[src/rtl/i2c_target_regport_if.sv]
// Pad and register-file signals of the I2C target register port.
// The slave modport is the target's view; master is the SoC/bench side.
interface i2c_target_regport_if #(
  parameter int unsigned PTR_W = 4
);
  logic             scl_i;
  logic             sda_i;
  logic             sda_oe_o;
  logic             wr_stb_o;
  logic [PTR_W-1:0] wr_addr_o;
  logic [7:0]       wr_data_o;
  logic [PTR_W-1:0] rd_addr_o;
  logic [7:0]       rd_data_i;
  logic             addressed_o;

  modport slave (
    input  scl_i, sda_i, rd_data_i,
    output sda_oe_o, wr_stb_o, wr_addr_o, wr_data_o, rd_addr_o, addressed_o
  );

  modport master (
    output scl_i, sda_i, rd_data_i,
    input  sda_oe_o, wr_stb_o, wr_addr_o, wr_data_o, rd_addr_o, addressed_o
  );
endinterface

[src/rtl/i2c_target_regport.sv]
// I2C target that maps bus writes to register-file strobes and serves reads
// with pointer auto-increment. Open-drain SDA, no clock stretching.
module i2c_target_regport #(
  parameter logic [6:0]  TARGET_ADDR = 7'h42,
  parameter int unsigned PTR_W       = 4
) (
  input logic                  wb_clk,
  input logic                  wb_rst_n,
  i2c_target_regport_if.slave  bus
);

  localparam logic [3:0] StIdle     = 4'd0;
  localparam logic [3:0] StAddr     = 4'd1;
  localparam logic [3:0] StAddrAck  = 4'd2;
  localparam logic [3:0] StPtr      = 4'd3;
  localparam logic [3:0] StPtrAck   = 4'd4;
  localparam logic [3:0] StWdata    = 4'd5;
  localparam logic [3:0] StWdataAck = 4'd6;
  localparam logic [3:0] StRdata    = 4'd7;
  localparam logic [3:0] StRack     = 4'd8;
  localparam logic [3:0] StWait     = 4'd9;

  localparam logic [PTR_W-1:0] PtrOne = {{(PTR_W-1){1'b0}}, 1'b1};

  // [0],[1] synchronizer stages, [2] history for edge detection
  logic [2:0] scl_sync_q, sda_sync_q;

  always_ff @(posedge wb_clk or negedge wb_rst_n) begin
    if (!wb_rst_n) begin
      scl_sync_q <= 3'b111;
      sda_sync_q <= 3'b111;
    end else begin
      scl_sync_q <= {scl_sync_q[1:0], bus.scl_i};
      sda_sync_q <= {sda_sync_q[1:0], bus.sda_i};
    end
  end

  logic scl, sda, scl_rise, scl_fall, start_det, stop_det;
  assign scl       = scl_sync_q[1];
  assign sda       = sda_sync_q[1];
  assign scl_rise  = scl & ~scl_sync_q[2];
  assign scl_fall  = ~scl & scl_sync_q[2];
  assign start_det = scl & scl_sync_q[2] & sda_sync_q[2] & ~sda;
  assign stop_det  = scl & scl_sync_q[2] & ~sda_sync_q[2] & sda;

  logic [3:0]       state_q, state_d;
  logic [2:0]       bitcnt_q, bitcnt_d;
  logic [7:0]       shreg_q, shreg_d;
  logic [PTR_W-1:0] ptr_q, ptr_d;
  logic             rw_q, rw_d;
  // In ACK states: set once the ACK low has been driven. In StRack: set once
  // the master's ACK has been sampled.
  logic             ack_drv_q, ack_drv_d;
  logic             sda_oe_q, sda_oe_d;
  logic             addressed_q, addressed_d;
  logic             wr_stb_q, wr_stb_d;
  logic [PTR_W-1:0] wr_addr_q, wr_addr_d;
  logic [7:0]       wr_data_q, wr_data_d;

  logic [7:0] rx_byte;
  logic       last_bit;
  assign rx_byte  = {shreg_q[6:0], sda};
  assign last_bit = (bitcnt_q == 3'd7);

  always_comb begin
    state_d     = state_q;
    bitcnt_d    = bitcnt_q;
    shreg_d     = shreg_q;
    ptr_d       = ptr_q;
    rw_d        = rw_q;
    ack_drv_d   = ack_drv_q;
    sda_oe_d    = sda_oe_q;
    addressed_d = addressed_q;
    wr_stb_d    = 1'b0;
    wr_addr_d   = wr_addr_q;
    wr_data_d   = wr_data_q;

    if (start_det) begin
      state_d     = StAddr;
      bitcnt_d    = 3'd0;
      ack_drv_d   = 1'b0;
      sda_oe_d    = 1'b0;
      addressed_d = 1'b0;
    end else if (stop_det) begin
      state_d     = StIdle;
      ack_drv_d   = 1'b0;
      sda_oe_d    = 1'b0;
      addressed_d = 1'b0;
    end else begin
      case (state_q)
        StAddr, StPtr, StWdata: begin
          if (scl_rise) begin
            shreg_d  = rx_byte;
            bitcnt_d = bitcnt_q + 3'd1;
            if (last_bit) begin
              ack_drv_d = 1'b0;
              if (state_q == StAddr) begin
                rw_d    = rx_byte[0];
                state_d = (rx_byte[7:1] == TARGET_ADDR) ? StAddrAck : StWait;
              end else if (state_q == StPtr) begin
                ptr_d   = rx_byte[PTR_W-1:0];
                state_d = StPtrAck;
              end else begin
                wr_stb_d  = 1'b1;
                wr_addr_d = ptr_q;
                wr_data_d = rx_byte;
                ptr_d     = ptr_q + PtrOne;
                state_d   = StWdataAck;
              end
            end
          end
        end
        StAddrAck, StPtrAck, StWdataAck: begin
          if (scl_fall) begin
            if (!ack_drv_q) begin
              sda_oe_d  = 1'b1;
              ack_drv_d = 1'b1;
              if (state_q == StAddrAck) addressed_d = 1'b1;
            end else begin
              ack_drv_d = 1'b0;
              bitcnt_d  = 3'd0;
              if (state_q == StAddrAck && rw_q) begin
                shreg_d  = bus.rd_data_i;
                sda_oe_d = ~bus.rd_data_i[7];
                state_d  = StRdata;
              end else begin
                sda_oe_d = 1'b0;
                state_d  = (state_q == StAddrAck) ? StPtr : StWdata;
              end
            end
          end
        end
        StRdata: begin
          if (scl_fall) begin
            if (last_bit) begin
              sda_oe_d  = 1'b0;
              ack_drv_d = 1'b0;
              state_d   = StRack;
            end else begin
              sda_oe_d = ~shreg_q[6];
              shreg_d  = {shreg_q[6:0], 1'b0};
              bitcnt_d = bitcnt_q + 3'd1;
            end
          end
        end
        StRack: begin
          if (scl_rise && !ack_drv_q) begin
            ptr_d = ptr_q + PtrOne;
            if (sda) state_d = StWait;
            else     ack_drv_d = 1'b1;
          end else if (scl_fall && ack_drv_q) begin
            // rd_addr_o moved at the rising edge, so rd_data_i is settled here
            ack_drv_d = 1'b0;
            shreg_d   = bus.rd_data_i;
            sda_oe_d  = ~bus.rd_data_i[7];
            bitcnt_d  = 3'd0;
            state_d   = StRdata;
          end
        end
        default: sda_oe_d = 1'b0;
      endcase
    end
  end

  always_ff @(posedge wb_clk or negedge wb_rst_n) begin
    if (!wb_rst_n) begin
      state_q     <= StIdle;
      bitcnt_q    <= 3'd0;
      shreg_q     <= 8'h00;
      ptr_q       <= '0;
      rw_q        <= 1'b0;
      ack_drv_q   <= 1'b0;
      sda_oe_q    <= 1'b0;
      addressed_q <= 1'b0;
      wr_stb_q    <= 1'b0;
      wr_addr_q   <= '0;
      wr_data_q   <= 8'h00;
    end else begin
      state_q     <= state_d;
      bitcnt_q    <= bitcnt_d;
      shreg_q     <= shreg_d;
      ptr_q       <= ptr_d;
      rw_q        <= rw_d;
      ack_drv_q   <= ack_drv_d;
      sda_oe_q    <= sda_oe_d;
      addressed_q <= addressed_d;
      wr_stb_q    <= wr_stb_d;
      wr_addr_q   <= wr_addr_d;
      wr_data_q   <= wr_data_d;
    end
  end

  assign bus.sda_oe_o    = sda_oe_q;
  assign bus.wr_stb_o    = wr_stb_q;
  assign bus.wr_addr_o   = wr_addr_q;
  assign bus.wr_data_o   = wr_data_q;
  assign bus.rd_addr_o   = ptr_q;
  assign bus.addressed_o = addressed_q;

endmodule

[src/flat_wrapper.sv]
// flat-port wrapper written by rule: the top's interface ports become plain ports
module i2c_target_regport_flat 
#(
  parameter logic [6:0]  TARGET_ADDR = 7'h42,
  parameter int unsigned PTR_W       = 4
)
  (wb_clk, wb_rst_n, bus_scl_i, bus_sda_i, bus_rd_data_i, bus_sda_oe_o, bus_wr_stb_o, bus_wr_addr_o, bus_wr_data_o, bus_rd_addr_o, bus_addressed_o);
  i2c_target_regport_if #(.PTR_W(PTR_W)) bus_i ();
  input logic wb_clk;
  input logic wb_rst_n;
  input wire logic [$bits(bus_i.scl_i)-1:0] bus_scl_i;
  input wire logic [$bits(bus_i.sda_i)-1:0] bus_sda_i;
  input wire logic [$bits(bus_i.rd_data_i)-1:0] bus_rd_data_i;
  output wire logic [$bits(bus_i.sda_oe_o)-1:0] bus_sda_oe_o;
  output wire logic [$bits(bus_i.wr_stb_o)-1:0] bus_wr_stb_o;
  output wire logic [$bits(bus_i.wr_addr_o)-1:0] bus_wr_addr_o;
  output wire logic [$bits(bus_i.wr_data_o)-1:0] bus_wr_data_o;
  output wire logic [$bits(bus_i.rd_addr_o)-1:0] bus_rd_addr_o;
  output wire logic [$bits(bus_i.addressed_o)-1:0] bus_addressed_o;
  assign bus_i.scl_i = bus_scl_i;
  assign bus_i.sda_i = bus_sda_i;
  assign bus_i.rd_data_i = bus_rd_data_i;
  assign bus_sda_oe_o = bus_i.sda_oe_o;
  assign bus_wr_stb_o = bus_i.wr_stb_o;
  assign bus_wr_addr_o = bus_i.wr_addr_o;
  assign bus_wr_data_o = bus_i.wr_data_o;
  assign bus_rd_addr_o = bus_i.rd_addr_o;
  assign bus_addressed_o = bus_i.addressed_o;
  i2c_target_regport #(.TARGET_ADDR(TARGET_ADDR), .PTR_W(PTR_W)) u_core (.wb_clk(wb_clk), .wb_rst_n(wb_rst_n), .bus(bus_i));
endmodule
[config.mk]
export PLATFORM = sky130hd
export DESIGN_NAME = i2c_target_regport_flat
export DESIGN_NICKNAME = d
export VERILOG_FILES = /design/src/rtl/i2c_target_regport_if.sv /design/src/rtl/i2c_target_regport.sv /design/src/flat_wrapper.sv
export SDC_FILE = /design/constraint.sdc
export NUM_CORES = 1
export LEC_CHECK = 0
export CAP_MARGIN = 5
export CORE_ASPECT_RATIO = 1.25
export CORE_MARGIN = 2
export CORE_UTILIZATION = 40
export CTS_CLUSTER_SIZE = 28
export DETAILED_ROUTE_END_ITERATION = 16
export DONT_BUFFER_PORTS = 1
export GPL_ROUTABILITY_DRIVEN = 1
export GPL_TIMING_DRIVEN = 0
export MAX_ROUTING_LAYER = met4
export SLEW_MARGIN = 20
export SYNTH_ARGS = -nofsm -noshare
export SYNTH_HDL_FRONTEND = slang
export SYNTH_SLANG_ARGS = --single-unit
[constraint.sdc]
create_clock -name wb_clk -period 2.2 [get_ports wb_clk]
set_clock_uncertainty 0.15 [all_clocks]
set_input_delay 0.44 -clock wb_clk [delete_from_list [all_inputs] [get_ports wb_clk]]
set_output_delay 0.44 -clock wb_clk [all_outputs]
set_load 0.02 [all_outputs]
* Yosys cells after proc, flatten, opt, wreduce, memory -nomap -nowiden *
Index checks and enable logic that the tools add are counted.

word-level totals
  word-level logic and storage cells = 172
  memory bits (writable) = 0
  bits in registers = 41
  memory bits (read-only) = 0
  memories = 0
  output and inout port bits = 19
  bits of input ports = 12
  bits in latches = 0

cells by class
  reductions and logical operators = 22
  mux-type cells = 76
  multiply operators = 0
  shift operators = 0
  add/subtract/negate cells = 2
  bitwise operators = 17
  order comparisons = 0
  div/mod/pow operators = 0
  equality and inequality tests = 42

operators with widths
  kind                                                                     count
  4-bit two-way mux                                                        19
  7-bit two-way mux                                                        8
  1-bit two-way mux                                                        32
  3-bit two-way mux                                                        10
  4-bit by 1-bit inequality test with 1-bit output, second input constant  7
  7-bit case mux with 4 select lines                                       1
  3-bit by 1-bit inequality test with 1-bit output, second input constant  7
  2-bit by 1-bit inequality test with 1-bit output, second input constant  9
  9-bit AND reduction                                                      2
  4-bit by 3-bit equality test with 1-bit output, second input constant    4
  4-bit case mux with 4 select lines                                       1
  7-bit AND reduction                                                      2
  3-bit case mux with 4 select lines                                       1
  6-bit AND reduction                                                      2
  11-bit AND reduction                                                     1
  1-bit NOT                                                                10
  3-bit nonzero test                                                       3
  4-bit by 2-bit equality test with 1-bit output, second input constant    2
  1-bit case mux with 4 select lines                                       2
  4-bit case mux with 2 select lines                                       1
  1-bit bitwise AND                                                        7
  7-bit equality test, second input constant                               1
  2-bit inequality test, second input constant                             3
  3-bit by 2-bit inequality test with 1-bit output, second input constant  2
  19 further kinds                                                         22

* Logic depth before layout (Yosys ltp) *
Gate-level depths: netlist of the first run.

  depth after elaboration = 8
  gate-level depth with buffers = 8
  gate-level depth less buffers = 7

* Least setup slack after synthesis of the first run *
OpenSTA, ideal clock, no wires.

  path type = register to register
  start = register u_core.scl_sync_q[1]
  end = register u_core.state_q[0]
  stages on the path, launching flop included = 7
  setup slack = -0.049 ns
  buffers on the path = 1
  data required time = 1.925 ns
  setup time = 0.125 ns
  period minus slack after synthesis = 2.249 ns
  arrival = 1.975 ns
  path through = dfstp_2 -> clkbuf_1 -> or3b_2 -> a32oi_1 -> or2_2 -> o211ai_1 -> mux2_2

on the way
  word-level cells in the longest chain between the ends = 6
  elaborated cells on any way between the ends = 24
  those cells by class = 8 x eq/ne; 4 x mux; 8 x bitwise; 4 x reduce/logical

RTL lines
  what                                                         line                       text
  start, declared                                              i2c_target_regport.sv:26   logic [2:0] scl_sync_q, sda_sync_q;
  start signal, assigned                                       i2c_target_regport.sv:33   scl_sync_q <= {scl_sync_q[1:0], bus.scl_i};
  branches (longest 6 deep; another with 9-bit AND reduction)  --
  end signal, assigned                                         i2c_target_regport.sv:167  state_q <= StIdle;
  end signal, assigned                                         i2c_target_regport.sv:179  state_q <= state_d;
  end, declared                                                i2c_target_regport.sv:46   logic [3:0] state_q, state_d;

Several ways; the timed one is not identified.
A chain may end at the register's enable or synchronous reset.

* Final worst setup path of the first run *
  start = register u_core.state_q[2]
  end = register u_core.shreg_q[0]

on the way
  word-level cells in the longest chain between the ends = 4
  elaborated cells on any way between the ends = 22
  those cells by class = 16 x eq/ne; 1 x mux; 5 x reduce/logical

RTL lines
  what                                                                                                     line                                                 text
  4-bit by 3-bit equality test with 1-bit output (tied with other cells)                                   i2c_target_regport.sv:90                             case (state_q)
  3-bit OR reduction or 1-bit logical AND (tied branches)                                                  i2c_target_regport.sv:90, i2c_target_regport.sv:122
  2-bit by 1-bit inequality test with 1-bit output (no source line) or 4-bit nonzero test (tied branches)  --
  11-bit AND reduction (no source line)                                                                    --
  end signal, assigned                                                                                     i2c_target_regport.sv:181                            shreg_q <= shreg_d;
  end, declared                                                                                            i2c_target_regport.sv:48                             logic [7:0] shreg_q, shreg_d;

Several ways; a longest one is shown, not always the timed one.

==> flow_summary.toml, run 1 <==
[synthesis]
synth.avg_cell_area_sq_um = 10.6
synth_seq_cells = 41
yosysWarningCount = 0
synth_top_area_cell = "dfrtp_1"
synthArstFlopShare = 1.00
top_flip_flop_cell_by_instance_count_after_synthesis = "dfrtp_1"
synth_top_cell_area_share = 0.371
syn-cell-area_sq_um = 2360
synth_fp_nets = 238
ys_types = 56
leading_cell_types_by_total_area_after_synthesis = "dfrtp_1 (37%), mux2_2 (14%), dfstp_2 (6.7%)"
synth_seq_area_share = 0.438
cell_count_after_synthesis = 223
number_of_enable_flip_flop_cells_after_synthesis = 0

[sta]
report.final.slew_viol_count = 0
worst_slew_margin_relative_to_its_limit = 0.694
worst-slew-pin-transition_ns = 0.460
setup_tns_ns = -0.438
hold_ws_ns = 0.207
final_period_minus_worst_setup_slack_ns = 2.26
grt_setup_unrepaired = "true"
setup_ws_ns = -0.0629
post-route-period-util = 1.03
maxClockFrequency_ghz = 0.442
timing_hold_violations_final = 0
setup-violations-final = 10

[finish]
num-fill-cells = 531
insertedDiodeCount = 0
drive_above_1_share = 0.425
areaGrowthSynthToFinish_pct = 24.7
layout.core_utilization = 0.512
finish.cell_count_without_fillers = 320
layout.nets = 269

[floorplan]
die_outline_area_sq_um = 6530
floorplan.initialDensity = 0.411
die_width_um = 72.7
core_box_area_sq_um = 5740
die_h_um = 89.9
row_count = 31
io-pin-count = 31

[clock_network]
clk_latency_ns = 0.29
cts-root-to-sink-buffers = 2
cts_tree = "done"
cts.sink_count = 41
cts_buffers = 5
clock_tree.root_cell = "clkbuf_8"
total_number_of_h_tree_levels = 2
clk_pin_slew_worst_paths_ns = 0.08

[setup_path]
reg2reg_depth = 8
rr_startpoint = "u_core.state_q[2]"
worst-endpoint-arrival_ns = 2.29
worstPathRequired_ns = 2.23
setup.worst_path.start_class = "flip-flop"
setup.worst_path.end_class = "flip-flop"
setup.worst_path.class = "flip-flop to flip-flop"
rrSetupSlack_ns = -0.06
worst-path-max-fanout = 7
r2r_end = "u_core.shreg_q[0]"

[routing]
drt_first_iter_violations = 121
detail_route.vias_per_cell = 5.87
number_of_iterations_in_the_first_detailed_routing_pass = 4
route.detailed.drc = 0
routed_wirelength_um = 6040
avgRoutedWirePerCell_um = 18.9
dr_total_vias = 1878
drtAntennaViolNets = 0

[outcome]
status = "finished, violations left"
violated_checks = "setup timing"

[placement]
detailedPlace.worstSlack_ns = -0.362
place_hpwl_um = 4030
number_of_cells_after_detailed_placement = 289
gpl_wtd_cong = 0.903
port_buffers = 0

[hold_path]
hold_path_end = "u_core.sda_sync_q[1]"
timing.hold.worst.class = "flip-flop to flip-flop"
min_delay_path_depth = 0
worst_hold_start = "u_core.sda_sync_q[0]"

[power]
irDropWorstVdd_mv = 0.499
power-per-cell-area_nw_per_um2 = 1310
p_leak_nw = 1.30

[global_route]
grt_antenna_before_repair = 0
grt_pass1_vias = 1887
grt_use_total = 0.198
wire_length_of_the_first_global_routing_pass_um = 9860
remaining_overflow_grt = 0
largest_net_degree_at_the_start_of_global_routing = 42

[job]
max-cap-violations = 0
[power by group]
| group | internal (mW) | total [mW] | switching [mW] |
|---|---|---|---|
| clock | 0.220 | 0.494 | 0.274 |
| combinational | 1.18 | 2.17 | 0.995 |
| sequential | 0.937 | 1.18 | 0.248 |
[synth_stat cells, types with 6 or more instances]
cell	instances
inv_1	6
nor3_1	7
o21ai_0	10
buf_2	7
mux2_2	29
nand2_1	10
dfrtp_1	35
a21oi_1	9
nor2_1	10
nor2b_1	8
clkbuf_1	7
dfstp_2	6
[worst max-delay path, stage by stage, from the launching register on]
cell and delay (ns):
dfrtp_1 0.38, buf_6 0.13, buf_4 0.12, or4b_4 0.49, o21ai_0 0.14, a21boi_2 0.22, nor3b_4 0.07, buf_12 0.15
mux2_4 0.29
[flip-flops by register name, indices dropped and copies added, names as in the netlist, 3 cells and up]
signal	flops
u_core.state_q	4
u_core.bus.wr_data_o	8
u_core.bus.rd_addr_o	4
u_core.bus.wr_addr_o	4
u_core.sda_sync_q	3
u_core.scl_sync_q	3
u_core.bitcnt_q	3
u_core.shreg_q	7
[what timing repair did]
action / CTS / global route
gates resized for setup: 38 / 15
endpoints found under the hold margin: 43 / 0
buffers inserted: 18 / 4
cloned: 1 / 0
endpoints found under the setup margin: 26 / 27
pin swaps: 7 / 6
hold buffers: 4 / 0
[placed cells by master (no fill, tap or decap), types with 3 or more instances in the layout]
cell type / netlist / routed
buf_6: 1 / 3
dfrtp_1: 35 / 33
nand3_1: 4 / 4
mux2_4: 0 / 7
inv_1: 6 / 6
nor2_1: 10 / 9
nand2_1: 10 / 9
clkbuf_1: 7 / 4
nor2b_1: 8 / 5
mux2i_1: 4 / 4
nand3b_1: 3 / 3
clkbuf_8: 0 / 5
buf_4: 1 / 23
mux2_2: 29 / 22
a21o_1: 3 / 3
dfstp_2: 6 / 6
clkbuf_4: 0 / 5
o21ai_0: 10 / 9
nor3_1: 7 / 5
nor3b_4: 1 / 3
nand4_1: 4 / 4
dlygate4sd3_1: 0 / 3
a21oi_1: 9 / 8
[how the worst max path moves through the flow]
| stage | depth (start not counted) | end | slack (ns) | from |
|---|---|---|---|---|
| 5_1_grt | 7 | u_core.shreg_q[0] | -0.13 | u_core.state_q[0] |
| 6_report | 8 | u_core.shreg_q[0] | -0.06 | u_core.state_q[2] |
| 4_1_cts | 6 | u_core.state_q[3] | -0.05 | u_core.scl_sync_q[1] |
| 2_1_floorplan | 6 | u_core.state_q[0] | 0.007 | u_core.state_q[1] |
| 3_5_place_dp | 6 | u_core.state_q[1] | -0.36 | u_core.state_q[1] |
| 3_3_place_gp | 6 | u_core.state_q[1] | -0.39 | u_core.state_q[1] |
[cell families after synthesis]
family          after synthesis  share of synthesized area
mux                          33                      0.155
fa+ha+maj                     3                     0.0159
buf+inv                      23                     0.0451
xor+xnor                      2                    0.00743
flops                        41                      0.438
simple gates                 72                      0.190
compound gates               49                      0.147
[area by class of cell]
type | instances | area (sq um) | share of cell area
Multi-Input combinational cell | 159 | 1370 | 0.467
Sequential cell | 41 | 1040 | 0.352
Timing Repair Buffer | 27 | 235 | 0.0800
Buffer | 14 | 110 | 0.0374
Tap cell | 66 | 82.6 | 0.0281
Clock buffer | 6 | 72.6 | 0.0247
Inverter | 6 | 22.5 | 0.00766
Clock inverter | 1 | 8.76 | 0.00298
[per-stage QoR]
step	total power, mW	instance area, sq um
after CTS	3.76	2860
after floorplan	2.41	2360
after global placement	2.78	2440
after detailed placement	2.78	2440
after global routing	4.10	2940
final	3.85	2940
[metal layers]
layer,track usage,share of wire,up-vias
met3,0.0404,0.047,16
met4,0.0818,0.030,0
met1,0.260,0.43,928
met2,0.298,0.49,57
met5,-,0,-
li1,-,-,877
(Power assumes the default switching activity.)
==> inputs of run 2 (changes only) <==
--- a/config.mk
+++ b/config.mk
@@ -16,4 +16,5 @@
 export GPL_TIMING_DRIVEN = 0
 export MAX_ROUTING_LAYER = met4
+export SKIP_LAST_GASP = 1
 export SLEW_MARGIN = 20
 export SYNTH_ARGS = -nofsm -noshare
==> constraint.sdc (replaced) <==
create_clock -name wb_clk -period 2.2 [get_ports wb_clk]
set_clock_uncertainty 0.15 [all_clocks]
set_input_delay 0.33 -clock wb_clk [delete_from_list [all_inputs] [get_ports wb_clk]]
set_output_delay 0.33 -clock wb_clk [all_outputs]
set_load 0.02 [all_outputs]
==> flow_summary.toml, run 2 (same netlist as run 1, synthesis figures left out) <==
[setup_path]
timing.critical_path.cells = "buf_6, buf_4, or4b_4, o21ai_0, a21boi_2, nor3b_4, buf_12, mux2_4"
worstPathRequired_ns = 2.23
cpLargestDelayFamily = "simple AND/OR/NAND/NOR gates"
setup.worst_path.start_class = "flip-flop"
slowest_stage = "or4b_4"
rr_startpoint = "u_core.state_q[2]"
r2r_end = "u_core.shreg_q[0]"
reg2reg_depth = 8
worst-endpoint-arrival_ns = 2.29
setup.worst_path.class = "flip-flop to flip-flop"
rrSetupSlack_ns = -0.06
maximum_cell_stage_delay_along_the_critical_path_ns = 0.49
crit_buf_inv = 3
setup.worst_path.end_class = "flip-flop"
worst-path-max-fanout = 7

[hold_path]
timing.hold.worst.class = "input pin to flip-flop"
min_delay_path_depth = 2
hold_path_end = "u_core.shreg_q[6]"
worst_hold_start = "bus_rd_data_i[6]"

[finish]
mostFrequentLayoutCell = "dfrtp_1"
finish.cell_count_without_fillers = 320
areaGrowthSynthToFinish_pct = 24.1
stdcell_area_sq_um = 2930
layout.nets = 269
insertedDiodeCount = 0
drive_above_1_share = 0.417
most-common-layout-cells = "dfrtp_1 (33), buf_4 (23), mux2_2 (22), o21ai_0 (10)"
number_of_flip_flops_under_the_largest_register_name = 8
num-fill-cells = 535
layout.core_utilization = 0.510

[sta]
maxClockFrequency_ghz = 0.442
timing_hold_violations_final = 0
setup_tns_ns = -0.489
final_period_minus_worst_setup_slack_ns = 2.26
report.final.slew_viol_count = 0
grt_setup_unrepaired = "true"
post-route-period-util = 1.03
setup-violations-final = 10
worst_slew_margin_relative_to_its_limit = 0.693
worst-slew-pin-transition_ns = 0.461
setup_ws_ns = -0.0624

[routing]
route.detailed.drc = 0
drtAntennaViolNets = 0
number_of_iterations_in_the_first_detailed_routing_pass = 4
routed_wirelength_um = 6000
avgRoutedWirePerCell_um = 18.7
dr_total_vias = 1873
detail_route.vias_per_cell = 5.85
drt_first_iter_violations = 142

[power]
irDropWorstVdd_mv = 0.497
p_leak_nw = 1.30
finalPower_mw = 3.84
power-per-cell-area_nw_per_um2 = 1310

[clock_network]
clk_pin_slew_worst_paths_ns = 0.08
cts.sink_count = 41
cts-root-to-sink-buffers = 2
clock_tree.root_cell = "clkbuf_8"
clk_latency_ns = 0.29
cts_tree = "done"
total_number_of_h_tree_levels = 2
cts_buffers = 5

[floorplan]
row_count = 31
io-pin-count = 31
die_outline_area_sq_um = 6530
core_box_area_sq_um = 5740
floorplan.initialDensity = 0.411
die_width_um = 72.7
die_h_um = 89.9

[global_route]
grt_use_total = 0.198
wire_length_of_the_first_global_routing_pass_um = 9860
grt_pass1_vias = 1887
largest_net_degree_at_the_start_of_global_routing = 42
remaining_overflow_grt = 0
grt_antenna_before_repair = 0

[outcome]
violated_checks = "setup timing"
status = "finished, violations left"

[placement]
port_buffers = 0
place_hpwl_um = 4030
dpl-instance-area_sq_um = 2440
number_of_cells_after_detailed_placement = 289
gpl_wtd_cong = 0.903

[job]
max-cap-violations = 0
-- run 2: changes by cell type in the layout (fill, tap and decap cells not counted), sizes merged --
cell / delta
clkbuf: +1
buf: -1
-- run 2: cell type report --
class | count | area (sq um) | area share
flip-flops and latches | 41 | 1040 | 0.354
multi-input cells | 159 | 1360 | 0.465
plain buffers | 14 | 109 | 0.0372
repair buffers | 27 | 235 | 0.0803
well taps | 66 | 82.6 | 0.0282
inverters | 6 | 22.5 | 0.00769
clock buffers | 6 | 72.6 | 0.0248
clock inverters | 1 | 8.76 | 0.00299
-- run 2: how the worst max path moves through the flow --
stage	depth (start not counted)	slack, ns	end	from
global route	7	-0.13	u_core.shreg_q[0]	u_core.state_q[0]
detailed placement	6	-0.36	u_core.state_q[1]	u_core.state_q[1]
global placement	6	-0.39	u_core.state_q[1]	u_core.state_q[1]
finish	8	-0.06	u_core.shreg_q[0]	u_core.state_q[2]
floorplan	6	0.007	u_core.state_q[0]	u_core.state_q[1]
CTS	6	-0.05	u_core.state_q[3]	u_core.scl_sync_q[1]
-- run 2: where the power goes --
group / internal [mW] / switching (mW)
combinational: 1.17 / 0.991
sequential: 0.937 / 0.246
clock: 0.220 / 0.273
total: 2.33 / 1.51
-- run 2: repair_timing --
item / in CTS / in global routing
endpoints found under the setup margin: 26 / 27
setup buffers: 18 / 4
hold buffers: 4 / 0
hold endpoints to repair: 43 / 0
gates resized for setup: 38 / 11
gates cloned: 1 / 0
pin swaps: 7 / 6
-- run 2: worst register-to-register path: stages, from the launching register on --
cell and delay, ns:
dfrtp_1 0.38, buf_6 0.13, buf_4 0.12, or4b_4 0.49, o21ai_0 0.14, a21boi_2 0.22, nor3b_4 0.07, buf_12 0.15
mux2_4 0.29
-- run 2: metrics by stage --
stage	hold slack [ns]	setup slack [ns]
after detailed placement	-0.115	-0.362
after global placement	-0.115	-0.386
after CTS	0.151	-0.0504
final	0.158	-0.0624
after global routing	0.158	-0.129
after floorplan	-0.116	0.00714
-- run 2: layer usage --
metal	routed length (um)	part of all wire	global-route usage
met1	2600	0.43	0.260
met2	2940	0.49	0.298
met3	283	0.047	0.0404
met4	178	0.030	0.0818
met5	0	0	-
==> inputs of run 3 (changes only) <==
CTS_CLUSTER_SIZE = unset   (was 28)
GPL_TIMING_DRIVEN = 1   (was 0)
==> flow_summary.toml, run 3 (same netlist as run 1, synthesis figures left out) <==
[outcome]
status = "finished, violations left"
violated_checks = "setup timing"

[routing]
routed_wirelength_um = 6060
drt_first_iter_violations = 81
dr_total_vias = 1906
route.detailed.drc = 0
detail_route.vias_per_cell = 5.62
avgRoutedWirePerCell_um = 17.9
number_of_iterations_in_the_first_detailed_routing_pass = 4
drtAntennaViolNets = 0

[placement]
port_buffers = 0
place_hpwl_um = 4300
detailedPlace.worstSlack_ns = -0.0885
dpl-instance-area_sq_um = 2710
number_of_cells_after_detailed_placement = 317
gpl_wtd_cong = 0.931

[sta]
final_period_minus_worst_setup_slack_ns = 2.24
setup_ws_ns = -0.0391
timing_hold_violations_final = 0
post-route-period-util = 1.02
report.final.slew_viol_count = 0
maxClockFrequency_ghz = 0.447
setup-violations-final = 9
worst-slew-pin-transition_ns = 0.500
grt_setup_unrepaired = "true"
setup_tns_ns = -0.141
worst_slew_margin_relative_to_its_limit = 0.664

[global_route]
grt_use_total = 0.199
wire_length_of_the_first_global_routing_pass_um = 9890
remaining_overflow_grt = 0
grt_pass1_vias = 1997
largest_net_degree_at_the_start_of_global_routing = 42
grt_antenna_before_repair = 0

[setup_path]
worst_setup_path_startpoint = "u_core.scl_sync_q[2]"
setup.worst_path.class = "flip-flop to flip-flop"
worst-path-max-fanout = 8
setup.worst_path.start_class = "flip-flop"
rrSetupSlack_ns = -0.04
worst-endpoint-arrival_ns = 2.27
timing.critical_path.depth = 6
timing_endpoint_of_the_critical_path = "u_core.state_q[2]"
reg2reg_depth = 6
timing.critical_path.cells = "nor2b_2, o41ai_4, a32oi_2, o211ai_1, buf_4, o21ba_2"
worstPathRequired_ns = 2.24
maximum_cell_stage_delay_along_the_critical_path_ns = 0.65
r2r_end = "u_core.state_q[2]"
rr_startpoint = "u_core.scl_sync_q[2]"
setup.worst_path.end_class = "flip-flop"
slowest_stage = "dfstp_2"
cpLargestDelayFamily = "compound AO/OA/AOI/OAI gates"
crit_buf_inv = 1

[power]
power-per-cell-area_nw_per_um2 = 1360
p_leak_nw = 1.42
irDropWorstVdd_mv = 0.606
finalPower_mw = 4.23

[hold_path]
timing.hold.worst.class = "input pin to flip-flop"

[finish]
areaGrowthSynthToFinish_pct = 31.9
most-common-layout-cells = "buf_4 (50), dfrtp_1 (31), mux2_2 (21)"
finish.cell_count_without_fillers = 339
insertedDiodeCount = 0
mostFrequentLayoutCell = "buf_4"
number_of_flip_flops_under_the_largest_register_name = 8
stdcell_area_sq_um = 3110
layout.nets = 287
drive_above_1_share = 0.469
num-fill-cells = 509

[clock_network]
cts-root-to-sink-buffers = 2
total_number_of_h_tree_levels = 2
clk_latency_ns = 0.30
cts.sink_count = 41
cts_tree = "done"
cts_buffers = 5
clock_tree.root_cell = "clkbuf_8"
clk_pin_slew_worst_paths_ns = 0.08

[floorplan]
die_h_um = 89.9
die_outline_area_sq_um = 6530
io-pin-count = 31
row_count = 31
floorplan.initialDensity = 0.411
die_width_um = 72.7
core_box_area_sq_um = 5740

[job]
max-cap-violations = 0
==> run 3: worst min path at each step <==
| stage | depth (start not counted) | endpoint | start | slack, ns |
|---|---|---|---|---|
| finish | 2 | u_core.shreg_q[2] | bus_rd_data_i[2] | 0.16 |
| detailed placement | 0 | u_core.rw_q | wb_rst_n | -0.11 |
| floorplan | 0 | u_core.ack_drv_q | wb_rst_n | -0.12 |
| global placement | 0 | u_core.ack_drv_q | wb_rst_n | -0.11 |
| global route | 2 | u_core.shreg_q[1] | bus_rd_data_i[1] | 0.14 |
| CTS | 2 | u_core.shreg_q[3] | bus_rd_data_i[3] | 0.15 |
==> run 3: layout make-up <==
cell class	instances	area [sq um]	area share
Tap cell	66	82.6	0.0265
Timing Repair Buffer	59	490	0.158
Sequential cell	41	1040	0.334
Clock buffer	5	68.8	0.0221
Multi-Input combinational cell	159	1370	0.439
Clock inverter	3	43.8	0.0141
Inverter	6	22.5	0.00724
==> run 3: through the flow <==
step           hold WS, ns   util
2_1_floorplan       -0.116      -
3_3_place_gp        -0.115  0.472
3_5_place_dp        -0.114  0.472
4_1_cts              0.147  0.516
5_1_grt              0.142  0.542
6_report             0.159  0.542
==> run 3: repair_timing <==
action | 4_1_cts | 5_1_grt
endpoints found under the hold margin | 43 | 0
hold buffers | 4 | 0
setup buffers | 6 | 4
setup endpoints to repair | 11 | 16
gates resized for setup | 15 | 25
pin swaps | 6 | 9
==> run 3: layer usage <==
| metal | vias to the layer above | wire [um] | GRT usage |
|---|---|---|---|
| li1 | 916 | - | - |
| met1 | 937 | 2540 | 0.244 |
| met2 | 44 | 3230 | 0.330 |
| met3 | 9 | 208 | 0.0303 |
| met4 | 0 | 87 | 0.0664 |
| met5 | - | 0 | - |
==> run 3: where the power goes <==
part | switching, mW | internal, mW | total [mW]
logic | 1.08 | 1.38 | 2.46
registers | 0.213 | 0.941 | 1.15
clock network | 0.281 | 0.340 | 0.621
==> run 3: worst reg2reg max path: stages, from the launching register on <==
cell,delay [ns]
dfstp_2,0.65
nor2b_2,0.30
o41ai_4,0.13
a32oi_2,0.26
o211ai_1,0.25
buf_4,0.21
o21ba_2,0.20
